<file path="src/rtl/mem_arbiter_pkg.sv">
// mem_arbiter_pkg: shared types and helpers for the two-master memory arbiter.
package mem_arbiter_pkg;

    // Arbiter state encoding.
    typedef enum logic [1:0] {
        ARB_IDLE  = 2'b00,
        ARB_BUSY0 = 2'b01,
        ARB_BUSY1 = 2'b10,
        ARB_RESP  = 2'b11
    } arb_state_e;

    // Round-robin pointer holds the last granted port; reset to port 1 so port 0 wins first.
    localparam logic RR_PTR_RESET = 1'b1;

    // One-hot port vector for a port index.
    function automatic logic [1:0] port_onehot(input logic idx);
        return idx ? 2'b10 : 2'b01;
    endfunction

    // Busy state that serves the given port.
    function automatic arb_state_e busy_state(input logic idx);
        return idx ? ARB_BUSY1 : ARB_BUSY0;
    endfunction

endpackage

</file>
<file path="src/rtl/mem_arbiter_if.sv">
// mem_arbiter_if: request/response handshake of one master port of the arbiter.
interface mem_arbiter_if #(
    parameter int AW = 32,
    parameter int DW = 32
);
    logic          rd;
    logic          wr;
    logic [AW-1:0] addr;
    logic [DW-1:0] wdata;
    logic [DW-1:0] rdata;
    logic          ready;

    modport master (output rd, output wr, output addr, output wdata,
                    input rdata, input ready);
    modport slave  (input rd, input wr, input addr, input wdata,
                    output rdata, output ready);
endinterface

</file>
<file path="src/rtl/mem_arbiter_arb_pick.sv">
// arb_pick: combinational two-way picker; on a tie, round-robin mode grants
// the port not granted last, fixed mode grants port 0.
module arb_pick (
    input  logic [1:0] req_i,
    input  logic       ptr_i,
    input  logic       rr_mode_i,
    output logic       gnt_idx_o,
    output logic       gnt_vld_o
);

    // Select the granted port among the eligible requests.
    always_comb begin
        gnt_idx_o = 1'b0;
        gnt_vld_o = 1'b0;
        case (req_i)
            2'b01: begin
                gnt_idx_o = 1'b0;
                gnt_vld_o = 1'b1;
            end
            2'b10: begin
                gnt_idx_o = 1'b1;
                gnt_vld_o = 1'b1;
            end
            2'b11: begin
                gnt_idx_o = rr_mode_i ? ~ptr_i : 1'b0;
                gnt_vld_o = 1'b1;
            end
            default: begin
                gnt_idx_o = 1'b0;
                gnt_vld_o = 1'b0;
            end
        endcase
    end

endmodule

</file>
<file path="src/rtl/mem_arbiter.sv">
// mem_arbiter: shares one external memory bus between two masters, one
// transaction at a time. Define MEM_ARBITER_RR_EN for round-robin tie
// breaking; otherwise port 0 has fixed priority.
module mem_arbiter
    import mem_arbiter_pkg::*;
#(
    parameter int AW = 32,
    parameter int DW = 32
) (
    input  logic          clk,
    input  logic          rst_n,
    mem_arbiter_if.slave  m0_if,
    mem_arbiter_if.slave  m1_if,
    output logic [AW-1:0] mem_addr_o,
    output logic [DW-1:0] mem_wdata_o,
    input  logic [DW-1:0] mem_rdata_i,
    output logic          mem_memread_o,
    output logic          mem_memwrite_o,
    input  logic          mem_ready_i,
    output logic          arb_owner_o,
    output logic          arb_busy_o
);

    localparam logic [AW-1:0] ALIGN_MASK = {{(AW-2){1'b1}}, 2'b00};

    arb_state_e    state_q, state_d;
    logic [AW-1:0] addr_q, addr_d;
    logic [DW-1:0] wdata_q, wdata_d;
    logic [DW-1:0] rdata0_q, rdata0_d, rdata1_q, rdata1_d;
    logic          op_wr_q, op_wr_d;
    logic          owner_q, owner_d;
    logic          busy_q, busy_d;
    logic          rd_stb_q, rd_stb_d, wr_stb_q, wr_stb_d;
    logic          ready0_q, ready0_d, ready1_q, ready1_d;
    logic [1:0]    req_s, mask_s, elig_s;
    logic          gnt_idx_s, gnt_vld_s, can_grant_s, in_busy_d_s, done_s;
    logic          ptr_s, rr_mode_s;

    assign req_s  = {m1_if.rd | m1_if.wr, m0_if.rd | m0_if.wr};
    // The port just served still holds its request during RESP.
    assign mask_s = (state_q == ARB_RESP) ? port_onehot(owner_q) : 2'b00;
    assign elig_s = req_s & ~mask_s;

`ifdef MEM_ARBITER_RR_EN
    logic ptr_q, ptr_d;

    // Pointer remembers the most recent grant.
    always_comb ptr_d = can_grant_s ? gnt_idx_s : ptr_q;

    // Round-robin pointer register.
    always_ff @(posedge clk or negedge rst_n) begin
        if (!rst_n) ptr_q <= RR_PTR_RESET;
        else        ptr_q <= ptr_d;
    end

    assign ptr_s     = ptr_q;
    assign rr_mode_s = 1'b1;
`else
    assign ptr_s     = 1'b0;
    assign rr_mode_s = 1'b0;
`endif

    arb_pick u_pick (
        .req_i     (elig_s),
        .ptr_i     (ptr_s),
        .rr_mode_i (rr_mode_s),
        .gnt_idx_o (gnt_idx_s),
        .gnt_vld_o (gnt_vld_s)
    );

    // Next-state logic: grant from IDLE or directly from RESP, wait on mem_ready in BUSYn.
    always_comb begin
        state_d     = state_q;
        can_grant_s = 1'b0;
        case (state_q)
            ARB_IDLE, ARB_RESP: begin
                if (gnt_vld_s) begin
                    state_d     = busy_state(gnt_idx_s);
                    can_grant_s = 1'b1;
                end else begin
                    state_d = ARB_IDLE;
                end
            end
            ARB_BUSY0, ARB_BUSY1: begin
                if (mem_ready_i) state_d = ARB_RESP;
                else             state_d = state_q;
            end
            default: state_d = ARB_IDLE;
        endcase
    end

    // Datapath next values: latch on grant, capture read data and raise ready on completion.
    always_comb begin
        addr_d   = addr_q;
        wdata_d  = wdata_q;
        op_wr_d  = op_wr_q;
        rdata0_d = rdata0_q;
        rdata1_d = rdata1_q;
        ready0_d = 1'b0;
        ready1_d = 1'b0;
        if (can_grant_s) begin
            addr_d  = (gnt_idx_s ? m1_if.addr : m0_if.addr) & ALIGN_MASK;
            wdata_d = gnt_idx_s ? m1_if.wdata : m0_if.wdata;
            op_wr_d = gnt_idx_s ? m1_if.wr : m0_if.wr;
        end else begin
            op_wr_d = op_wr_q;
        end
        done_s = mem_ready_i && ((state_q == ARB_BUSY0) || (state_q == ARB_BUSY1));
        if (done_s) begin
            if (state_q == ARB_BUSY1) begin
                ready1_d = 1'b1;
                rdata1_d = op_wr_q ? rdata1_q : mem_rdata_i;
            end else begin
                ready0_d = 1'b1;
                rdata0_d = op_wr_q ? rdata0_q : mem_rdata_i;
            end
        end else begin
            ready0_d = 1'b0;
            ready1_d = 1'b0;
        end
        in_busy_d_s = (state_d == ARB_BUSY0) || (state_d == ARB_BUSY1);
        rd_stb_d    = in_busy_d_s & ~op_wr_d;
        wr_stb_d    = in_busy_d_s & op_wr_d;
        busy_d      = (state_d != ARB_IDLE);
        case (state_d)
            ARB_BUSY0: owner_d = 1'b0;
            ARB_BUSY1: owner_d = 1'b1;
            ARB_RESP:  owner_d = owner_q;
            default:   owner_d = 1'b0;
        endcase
    end

    // State and registered outputs; reset aborts any access in flight.
    always_ff @(posedge clk or negedge rst_n) begin
        if (!rst_n) begin
            state_q  <= ARB_IDLE;
            addr_q   <= {AW{1'b0}};
            wdata_q  <= {DW{1'b0}};
            op_wr_q  <= 1'b0;
            rdata0_q <= {DW{1'b0}};
            rdata1_q <= {DW{1'b0}};
            ready0_q <= 1'b0;
            ready1_q <= 1'b0;
            rd_stb_q <= 1'b0;
            wr_stb_q <= 1'b0;
            owner_q  <= 1'b0;
            busy_q   <= 1'b0;
        end else begin
            state_q  <= state_d;
            addr_q   <= addr_d;
            wdata_q  <= wdata_d;
            op_wr_q  <= op_wr_d;
            rdata0_q <= rdata0_d;
            rdata1_q <= rdata1_d;
            ready0_q <= ready0_d;
            ready1_q <= ready1_d;
            rd_stb_q <= rd_stb_d;
            wr_stb_q <= wr_stb_d;
            owner_q  <= owner_d;
            busy_q   <= busy_d;
        end
    end

    assign mem_addr_o     = addr_q;
    assign mem_wdata_o    = wdata_q;
    assign mem_memread_o  = rd_stb_q;
    assign mem_memwrite_o = wr_stb_q;
    assign arb_owner_o    = owner_q;
    assign arb_busy_o     = busy_q;
    assign m0_if.rdata    = rdata0_q;
    assign m0_if.ready    = ready0_q;
    assign m1_if.rdata    = rdata1_q;
    assign m1_if.ready    = ready1_q;

endmodule
</file>
<file path="src/flat_wrapper.sv">
// flat-port wrapper written by rule: the top's interface ports become plain ports
module mem_arbiter_flat import mem_arbiter_pkg::*;
#(
    parameter int AW = 32,
    parameter int DW = 32
)
  (clk, rst_n, mem_addr_o, mem_wdata_o, mem_rdata_i, mem_memread_o, mem_memwrite_o, mem_ready_i, arb_owner_o, arb_busy_o, m0_if_rd, m0_if_wr, m0_if_addr, m0_if_wdata, m0_if_rdata, m0_if_ready, m1_if_rd, m1_if_wr, m1_if_addr, m1_if_wdata, m1_if_rdata, m1_if_ready);
  mem_arbiter_if #(.AW(AW), .DW(DW)) m0_if_i ();
  mem_arbiter_if #(.AW(AW), .DW(DW)) m1_if_i ();
  input  logic clk;
  input  logic rst_n;
  output logic [AW-1:0] mem_addr_o;
  output logic [DW-1:0] mem_wdata_o;
  input  logic [DW-1:0] mem_rdata_i;
  output logic mem_memread_o;
  output logic mem_memwrite_o;
  input  logic mem_ready_i;
  output logic arb_owner_o;
  output logic arb_busy_o;
  input wire logic [$bits(m0_if_i.rd)-1:0] m0_if_rd;
  input wire logic [$bits(m0_if_i.wr)-1:0] m0_if_wr;
  input wire logic [$bits(m0_if_i.addr)-1:0] m0_if_addr;
  input wire logic [$bits(m0_if_i.wdata)-1:0] m0_if_wdata;
  output wire logic [$bits(m0_if_i.rdata)-1:0] m0_if_rdata;
  output wire logic [$bits(m0_if_i.ready)-1:0] m0_if_ready;
  input wire logic [$bits(m1_if_i.rd)-1:0] m1_if_rd;
  input wire logic [$bits(m1_if_i.wr)-1:0] m1_if_wr;
  input wire logic [$bits(m1_if_i.addr)-1:0] m1_if_addr;
  input wire logic [$bits(m1_if_i.wdata)-1:0] m1_if_wdata;
  output wire logic [$bits(m1_if_i.rdata)-1:0] m1_if_rdata;
  output wire logic [$bits(m1_if_i.ready)-1:0] m1_if_ready;
  assign m0_if_i.rd = m0_if_rd;
  assign m0_if_i.wr = m0_if_wr;
  assign m0_if_i.addr = m0_if_addr;
  assign m0_if_i.wdata = m0_if_wdata;
  assign m0_if_rdata = m0_if_i.rdata;
  assign m0_if_ready = m0_if_i.ready;
  assign m1_if_i.rd = m1_if_rd;
  assign m1_if_i.wr = m1_if_wr;
  assign m1_if_i.addr = m1_if_addr;
  assign m1_if_i.wdata = m1_if_wdata;
  assign m1_if_rdata = m1_if_i.rdata;
  assign m1_if_ready = m1_if_i.ready;
  mem_arbiter #(.AW(AW), .DW(DW)) u_core (.clk(clk), .rst_n(rst_n), .m0_if(m0_if_i), .m1_if(m1_if_i), .mem_addr_o(mem_addr_o), .mem_wdata_o(mem_wdata_o), .mem_rdata_i(mem_rdata_i), .mem_memread_o(mem_memread_o), .mem_memwrite_o(mem_memwrite_o), .mem_ready_i(mem_ready_i), .arb_owner_o(arb_owner_o), .arb_busy_o(arb_busy_o));
endmodule
</file>
<file path="config.mk">
export PLATFORM = sky130hd
export DESIGN_NAME = mem_arbiter_flat
export DESIGN_NICKNAME = d
export VERILOG_FILES = /design/src/rtl/mem_arbiter_pkg.sv /design/src/rtl/mem_arbiter_if.sv /design/src/rtl/mem_arbiter_arb_pick.sv /design/src/rtl/mem_arbiter.sv /design/src/flat_wrapper.sv
export SDC_FILE = /design/constraint.sdc
export NUM_CORES = 1
export LEC_CHECK = 0
export ABC_CLOCK_PERIOD_IN_PS = 2700
export CELL_PAD_IN_SITES_DETAIL_PLACEMENT = 1
export CELL_PAD_IN_SITES_GLOBAL_PLACEMENT = 1
export CORE_MARGIN = 3
export CORE_UTILIZATION = 30
export CTS_BUF_LIST = sky130_fd_sc_hd__clkbuf_16
export CTS_CLUSTER_DIAMETER = 80
export DETAILED_ROUTE_END_ITERATION = 10
export GPL_TIMING_DRIVEN = 0
export PLACE_DENSITY_LB_ADDON = 0.15
export SLEW_MARGIN = 30
export SYNTH_ARGS = -nofsm -noshare
export SYNTH_HDL_FRONTEND = slang
export SYNTH_HIERARCHICAL = 1
export SYNTH_SLANG_ARGS = --single-unit
</file>
<file path="constraint.sdc">
create_clock -name clk -period 2.7 [get_ports clk]
set_input_delay 0.675 -clock clk [delete_from_list [all_inputs] [get_ports clk]]
set_output_delay 0.675 -clock clk [all_outputs]
set_load 0.01 [all_outputs]
</file>
======== Word level (Yosys, flattened, before mapping) ========
Index checks and enable logic that the tools add are counted.
operators by class
  $add $sub $neg .......................... 0
  multipliers ............................. 0
  div/mod/pow operators ................... 0
  order comparisons ....................... 0
  equality and inequality tests ........... 9
  shifts and indexed selects .............. 0
  multiplexer cells ....................... 19
  bitwise logic cells ..................... 9
  reductions and logical operators ........ 10
operator list
  operator                                                          count
  32-bit 2-to-1 mux                                                 2
  2-bit == test (second input constant)                             6
  1-bit 2-to-1 mux                                                  10
  2-bit 2-to-1 mux                                                  5
  2-bit by 1-bit == test with 1-bit output (second input constant)  3
  3-bit AND reduction                                               2
  2-bit case mux with 2 select lines                                1
  2-bit OR reduction                                                2
  1-bit inverter                                                    3
  3-bit OR reduction                                                1
  1-bit bitwise AND                                                 2
  2-bit bitwise AND                                                 1
  2-bit zero test                                                   1
  1-bit logical OR                                                  2
  2-bit inverter                                                    1
  1-bit OR                                                          2
  1-bit case mux with 2 select lines                                1
  2-bit nonzero test                                                1
  1-bit logical AND                                                 1
storage, ports and cells
  register bits after elaboration ......... 135
  latch bits .............................. 0
  memory bits (writable) .................. 0
  memory bits (read-only) ................. 0
  input port bits ......................... 167
  logic and storage cells ................. 59
  memories ................................ 0

======== Longest topological paths before layout ========
Gate-level depths: netlist of the first run.
  depth after elaboration ................. 12
  depth in mapped cells ................... 8

======== Cells and area by module ========
Netlist of the first run, hierarchy kept.
by module, submodules not included
  module       times used  cells each  area each (um^2)
  mem_arbiter  1           446         5,790.6
  arb_pick     1           3           20.0

======== Worst setup path before layout of the first run ========
OpenSTA, ideal clock, no wires.
  path type ............................... in2reg
  start ................................... input port m1_if_wr
  end ..................................... register u_core.addr_q[10], in the netlist u_core/mem_addr_o[10]
  setup time .............................. 0.083 ns
  data arrival time ....................... 1.803 ns
  data required time ...................... 2.617 ns
  setup slack ............................. 0.814 ns
  cell stages on the path ................. 8
  path buffers ............................ 2
  cells stage by stage .................... nor2_1 -> a21oi_1 -> or2_1 -> nand2_1 -> buf_2 -> clkbuf_1 -> nand2_1 -> o21ai_0
on the way
  longest elaborated chain between the ends .. 7
  elaborated cells between the ends (all ways) .. 11
  classes of those cells .................. eq/ne (3); mux (5); bitwise (2); reduce/logical (1)
ends and longest elaborated chain
  element                                line                        text
  start: declaration                     flat_wrapper.sv:27          input wire logic [$bits(m1_if_i.wr)-1:0] m1_if_wr;
  1-bit OR (*)                           mem_arbiter.sv:39           assign req_s = {m1_if.rd | m1_if.wr, m0_if.rd | m0_if.wr};
  2-bit bitwise AND (*)                  mem_arbiter.sv:42           assign elig_s = req_s & ~mask_s;
  named net u_core.elig_s[1]             mem_arbiter.sv:35           logic [1:0] req_s, mask_s, elig_s;
  2-bit == test (tied with other cells)  n/a
  3-bit OR reduction (no line) (*)       n/a
  1-bit 2-to-1 mux (*)                   mem_arbiter_arb_pick.sv:15  case (req_i)
  named net u_core.gnt_vld_s             mem_arbiter.sv:36           logic gnt_idx_s, gnt_vld_s, can_grant_s, in_busy_d_s, done_s;
  1-bit 2-to-1 mux (*)                   mem_arbiter.sv:77           if (gnt_vld_s) begin
  1-bit 2-to-1 mux (*)                   mem_arbiter.sv:75           case (state_q)
  end signal: assignment                 mem_arbiter.sv:137          addr_q <= {AW{1'b0}};
  end signal: assignment                 mem_arbiter.sv:150          addr_q <= addr_d;
  end: declaration                       mem_arbiter.sv:27           logic [AW-1:0] addr_q, addr_d;
Mark *: on every way through the listed nets, which the timed path passes. The rest lies on a longest branch.
A chain may end at the register's enable or synchronous reset.

======== Worst setup path after layout of the first run ========
  start ................................... input port m1_if_wr
  end ..................................... register u_core.addr_q[8], in the netlist u_core/mem_addr_o[8]
Same word-level chain as after synthesis.

==> insert_results.sql, run 1 <==
INSERT INTO impl_metrics (metric_group, metric, value, unit) VALUES
('synth', 'synthesized_cell_area', '5810', 'sq um'),
('setup_path', 'setup.worst_path.end_class', 'flip-flop', ''),
('placement', 'finalWeightedCongestion', '0.748', ''),
('clocking', 'cts_resized', '0', ''),
('detailed_routing', 'route.vias.total', '4671', ''),
('grt', 'globalRouteOverflowTotal', '0', ''),
('synth', 'synth-seq-area-share', '58.1', '%'),
('synth', 'synthMostInstantiatedCell', 'dfrtp_1', ''),
('run', 'maxCapViolations', '0', ''),
('placement', 'place.port_buffers', '294', ''),
('setup_path', 'critPathLaunch', 'm1_if_wr', ''),
('placement', 'pre_cts_ws', '-0.190', 'ns'),
('grt', 'grt_first_pass_wirelength', '29800', 'um'),
('sta', 'post-route-worst-setup-slack', '0.290', 'ns'),
('final_layout', 'area.growth.synth_to_final', '67.0', '%'),
('power', 'total_leakage_power', '4.15', 'nW'),
('synth', 'ys_warn_count', '6', ''),
('synth', 'yosys_most_used_dff', 'dfrtp_1', ''),
('clocking', 'cts-root-to-sink-buffers', '2', ''),
('clocking', 'htree_num_levels', '4', ''),
('final_layout', 'post_route_cells_drive_above_1_share', '14.3', '%'),
('synth', 'postSynth.asyncResetShare', '100', '%'),
('floorplan', 'placeableCoreArea', '18900', 'sq um'),
('sta', 'worst_pin_slew', '0.501', 'ns'),
('detailed_routing', 'wl', '18500', 'um'),
('clocking', 'cts_sinks', '135', ''),
('floorplan', 'std_cell_rows', '50', ''),
('placement', 'place.detailed.hpwl', '14500', 'um'),
('sta', 'fin_setup_tns', '0', 'ns'),
('sta', 'grt_setup_unrepaired', 'false', ''),
('detailed_routing', 'routed_via_density', '4.50', ''),
('grt', 'initial_antenna_violation_count', '0', ''),
('clocking', 'cts_tree', 'done', ''),
('detailed_routing', 'ant_nets', '0', ''),
('setup_path', 'reg2reg_from', 'u_core/state_q[1]', ''),
('setup_path', 'path_class', 'primary input to flip-flop', ''),
('power', 'p_per_area', '1210', 'nW/um^2'),
('synth', 'synthDominantCellAreaShare', '58.1', '%'),
('setup_path', 'timing.critical_path.slowest_cell_delay', '0.42', 'ns'),
('min_path', 'hold_class', 'primary input to async pin', ''),
('floorplan', 'design.die.area', '21100', 'sq um'),
('clocking', 'cts_root_cell', 'clkbuf_16', ''),
('clocking', 'hold_buffers', '0', ''),
('final_layout', 'n_antenna_cell', '0', ''),
('sta', 'max_clock_freq', '415', 'MHz'),
('synth', 'syn-mean-instance-area', '12.9', 'sq um'),
('grt', 'first_global_vias', '5433', ''),
('sta', 'setup_violations', '0', ''),
('floorplan', 'start_util', '30.8', '%'),
('clocking', 'clock_latency', '0.42', 'ns'),
('sta', 'hold_viol', '0', ''),
('synth', 'synth_edf_count', '0', ''),
('setup_path', 'cp_slowest_cell', 'clkdlybuf4s50_1', ''),
('synth', 'number_of_distinct_standard_cells_referenced_by_the_synthesized_netlist', '31', ''),
('grt', 'pin_count_of_the_biggest_net_entering_global_routing', '74', ''),
('sta', 'slew_violations', '0', ''),
('setup_path', 'path_max_fanout', '10', ''),
('grt', 'grt.total_usage', '17.9', '%'),
('sta', 'finClkSkew', '0.0122', 'ns'),
('setup_path', 'timing.critical_path.cells', 'clkdlybuf4s50_1 -> nor2_1 -> a21oi_1 -> or2_1 -> nand2_1 -> buf_2 -> clkbuf_1 -> nand2_1 -> o21ai_0', ''),
('power', 'ir_drop', '0.447', 'mV'),
('floorplan', 'floorplan.die.width', '145', 'um'),
('sta', 'relSlewSlack', '66.6', '%'),
('setup_path', 'worstPathArrival', '2.74', 'ns'),
('status', 'run_status', 'completed', ''),
('synth', 'flip_flop_and_latch_count_after_synthesis', '135', ''),
('clocking', 'cts_made_buffers', '17', ''),
('synth', 'synth_top_cells_by_area', 'dfrtp_1 58%, mux2i_1 11%, mux2_4 7.8%', ''),
('clocking', 'cts_post_setup_buffers_inserted', '0', ''),
('clocking', 'cts.reportedPaths.clkPinSlew', '0.06', 'ns'),
('sta', 'post-route-period-util', '89.3', '%');
-- metal layers --
layer  up-vias  share of wire, %  track usage (%)
met5         -                 0                0
met4         0               1.1             4.99
met3        16               9.1             7.75
met2       191                51             31.1
met1      2292                39             20.0
li1       2172                 -                -
-- layout make-up --
class                           count  area (sq um)
Buffer                             30           206
Clock buffer                       17           425
Clock inverter                     14           156
Fill cell                        2009          9190
Inverter                            2          7.51
Multi-Input combinational cell    285          2230
Sequential cell                   135          3380
Tap cell                          260           325
Timing Repair Buffer              295          2980
-- registers in the layout, summed over array words and instances, names as in the netlist --
signal / count
u_core/arb_busy_o: 1
u_core/arb_owner_o: 1
u_core/m0_if.rdata: 32
u_core/m0_if.ready: 1
u_core/m1_if.rdata: 32
u_core/m1_if.ready: 1
u_core/mem_addr_o: 30
u_core/mem_memread_o: 1
u_core/mem_memwrite_o: 1
u_core/mem_wdata_o: 32
u_core/op_wr_q: 1
u_core/state_q: 2
-- critical path: cells and delay by family --
family	cells	cell delay [ns]
simple gates	4	0.82
compound gates	2	0.15
buf+inv	3	1.08
-- cells in the final DEF, fill, tap and decap left out, types with 3 or more instances in the layout --
master	Yosys	routed
mux2_1	7	7
mux2i_1	63	63
buf_2	12	12
buf_4	6	6
bufinv_16	0	3
nand2_1	65	65
a21oi_1	4	4
mux2_2	27	27
nor3_1	3	3
clkbuf_1	8	8
nor2_1	3	3
dfrtp_1	135	135
mux2_4	30	30
clkinv_1	0	4
clkbuf_16	0	17
buf_12	3	3
nand2b_1	3	3
clkdlybuf4s50_1	0	293
o21ai_0	62	62
conb_1	1	4
-- logic make-up after synthesis --
kind of cell,count (synthesis),share of synthesized area [%]
adder cells (fa/ha/maj),2,0.431
buffers and inverters,32,3.68
XOR/XNOR,1,0.151
AND/OR/NAND/NOR,80,5.96
AO/OA/AOI/OAI,71,6.37
other,1,0.0645
flip-flops,135,58.1
multiplexers,127,25.2
-- worst paths after layout --
kind,depth (start not counted),to,slack [ns]
worst max-delay path,9,u_core/mem_addr_o[8],0.29
worst max register to register,8,u_core/mem_addr_o[8],0.48
worst min-delay path,1,u_core/m0_if.rdata[4],0.18
worst min register to register,2,u_core/mem_addr_o[19],0.48
max in group asynchronous,2,u_core/mem_addr_o[14],1.77
min in group clk,2,u_core/mem_addr_o[19],0.48
-- power breakdown --
group	switching, mW	internal [mW]
Clock	0.862	1.44
Combinational	2.66	3.13
Sequential	0.562	3.06
Total	4.08	7.63
-- stage by stage --
step | std cells | total power, mW | instance area [sq um]
after global routing | 1038 | 12.6 | 9700
after detailed placement | 1007 | 9.54 | 9120
after CTS | 1038 | 11.9 | 9700
after floorplan | 452 | 6.39 | 5820
final | 1038 | 11.7 | 9700
after global placement | 1006 | 9.31 | 9090
Power figures use the tool's default switching activity.
==> inputs of run 2 (changes only) <==
Settings changed: HOLD_SLACK_MARGIN set to 0.12.
==> results of run 2 <==
Same layout as run 1: the final DEF is identical, and so are final timing and power.
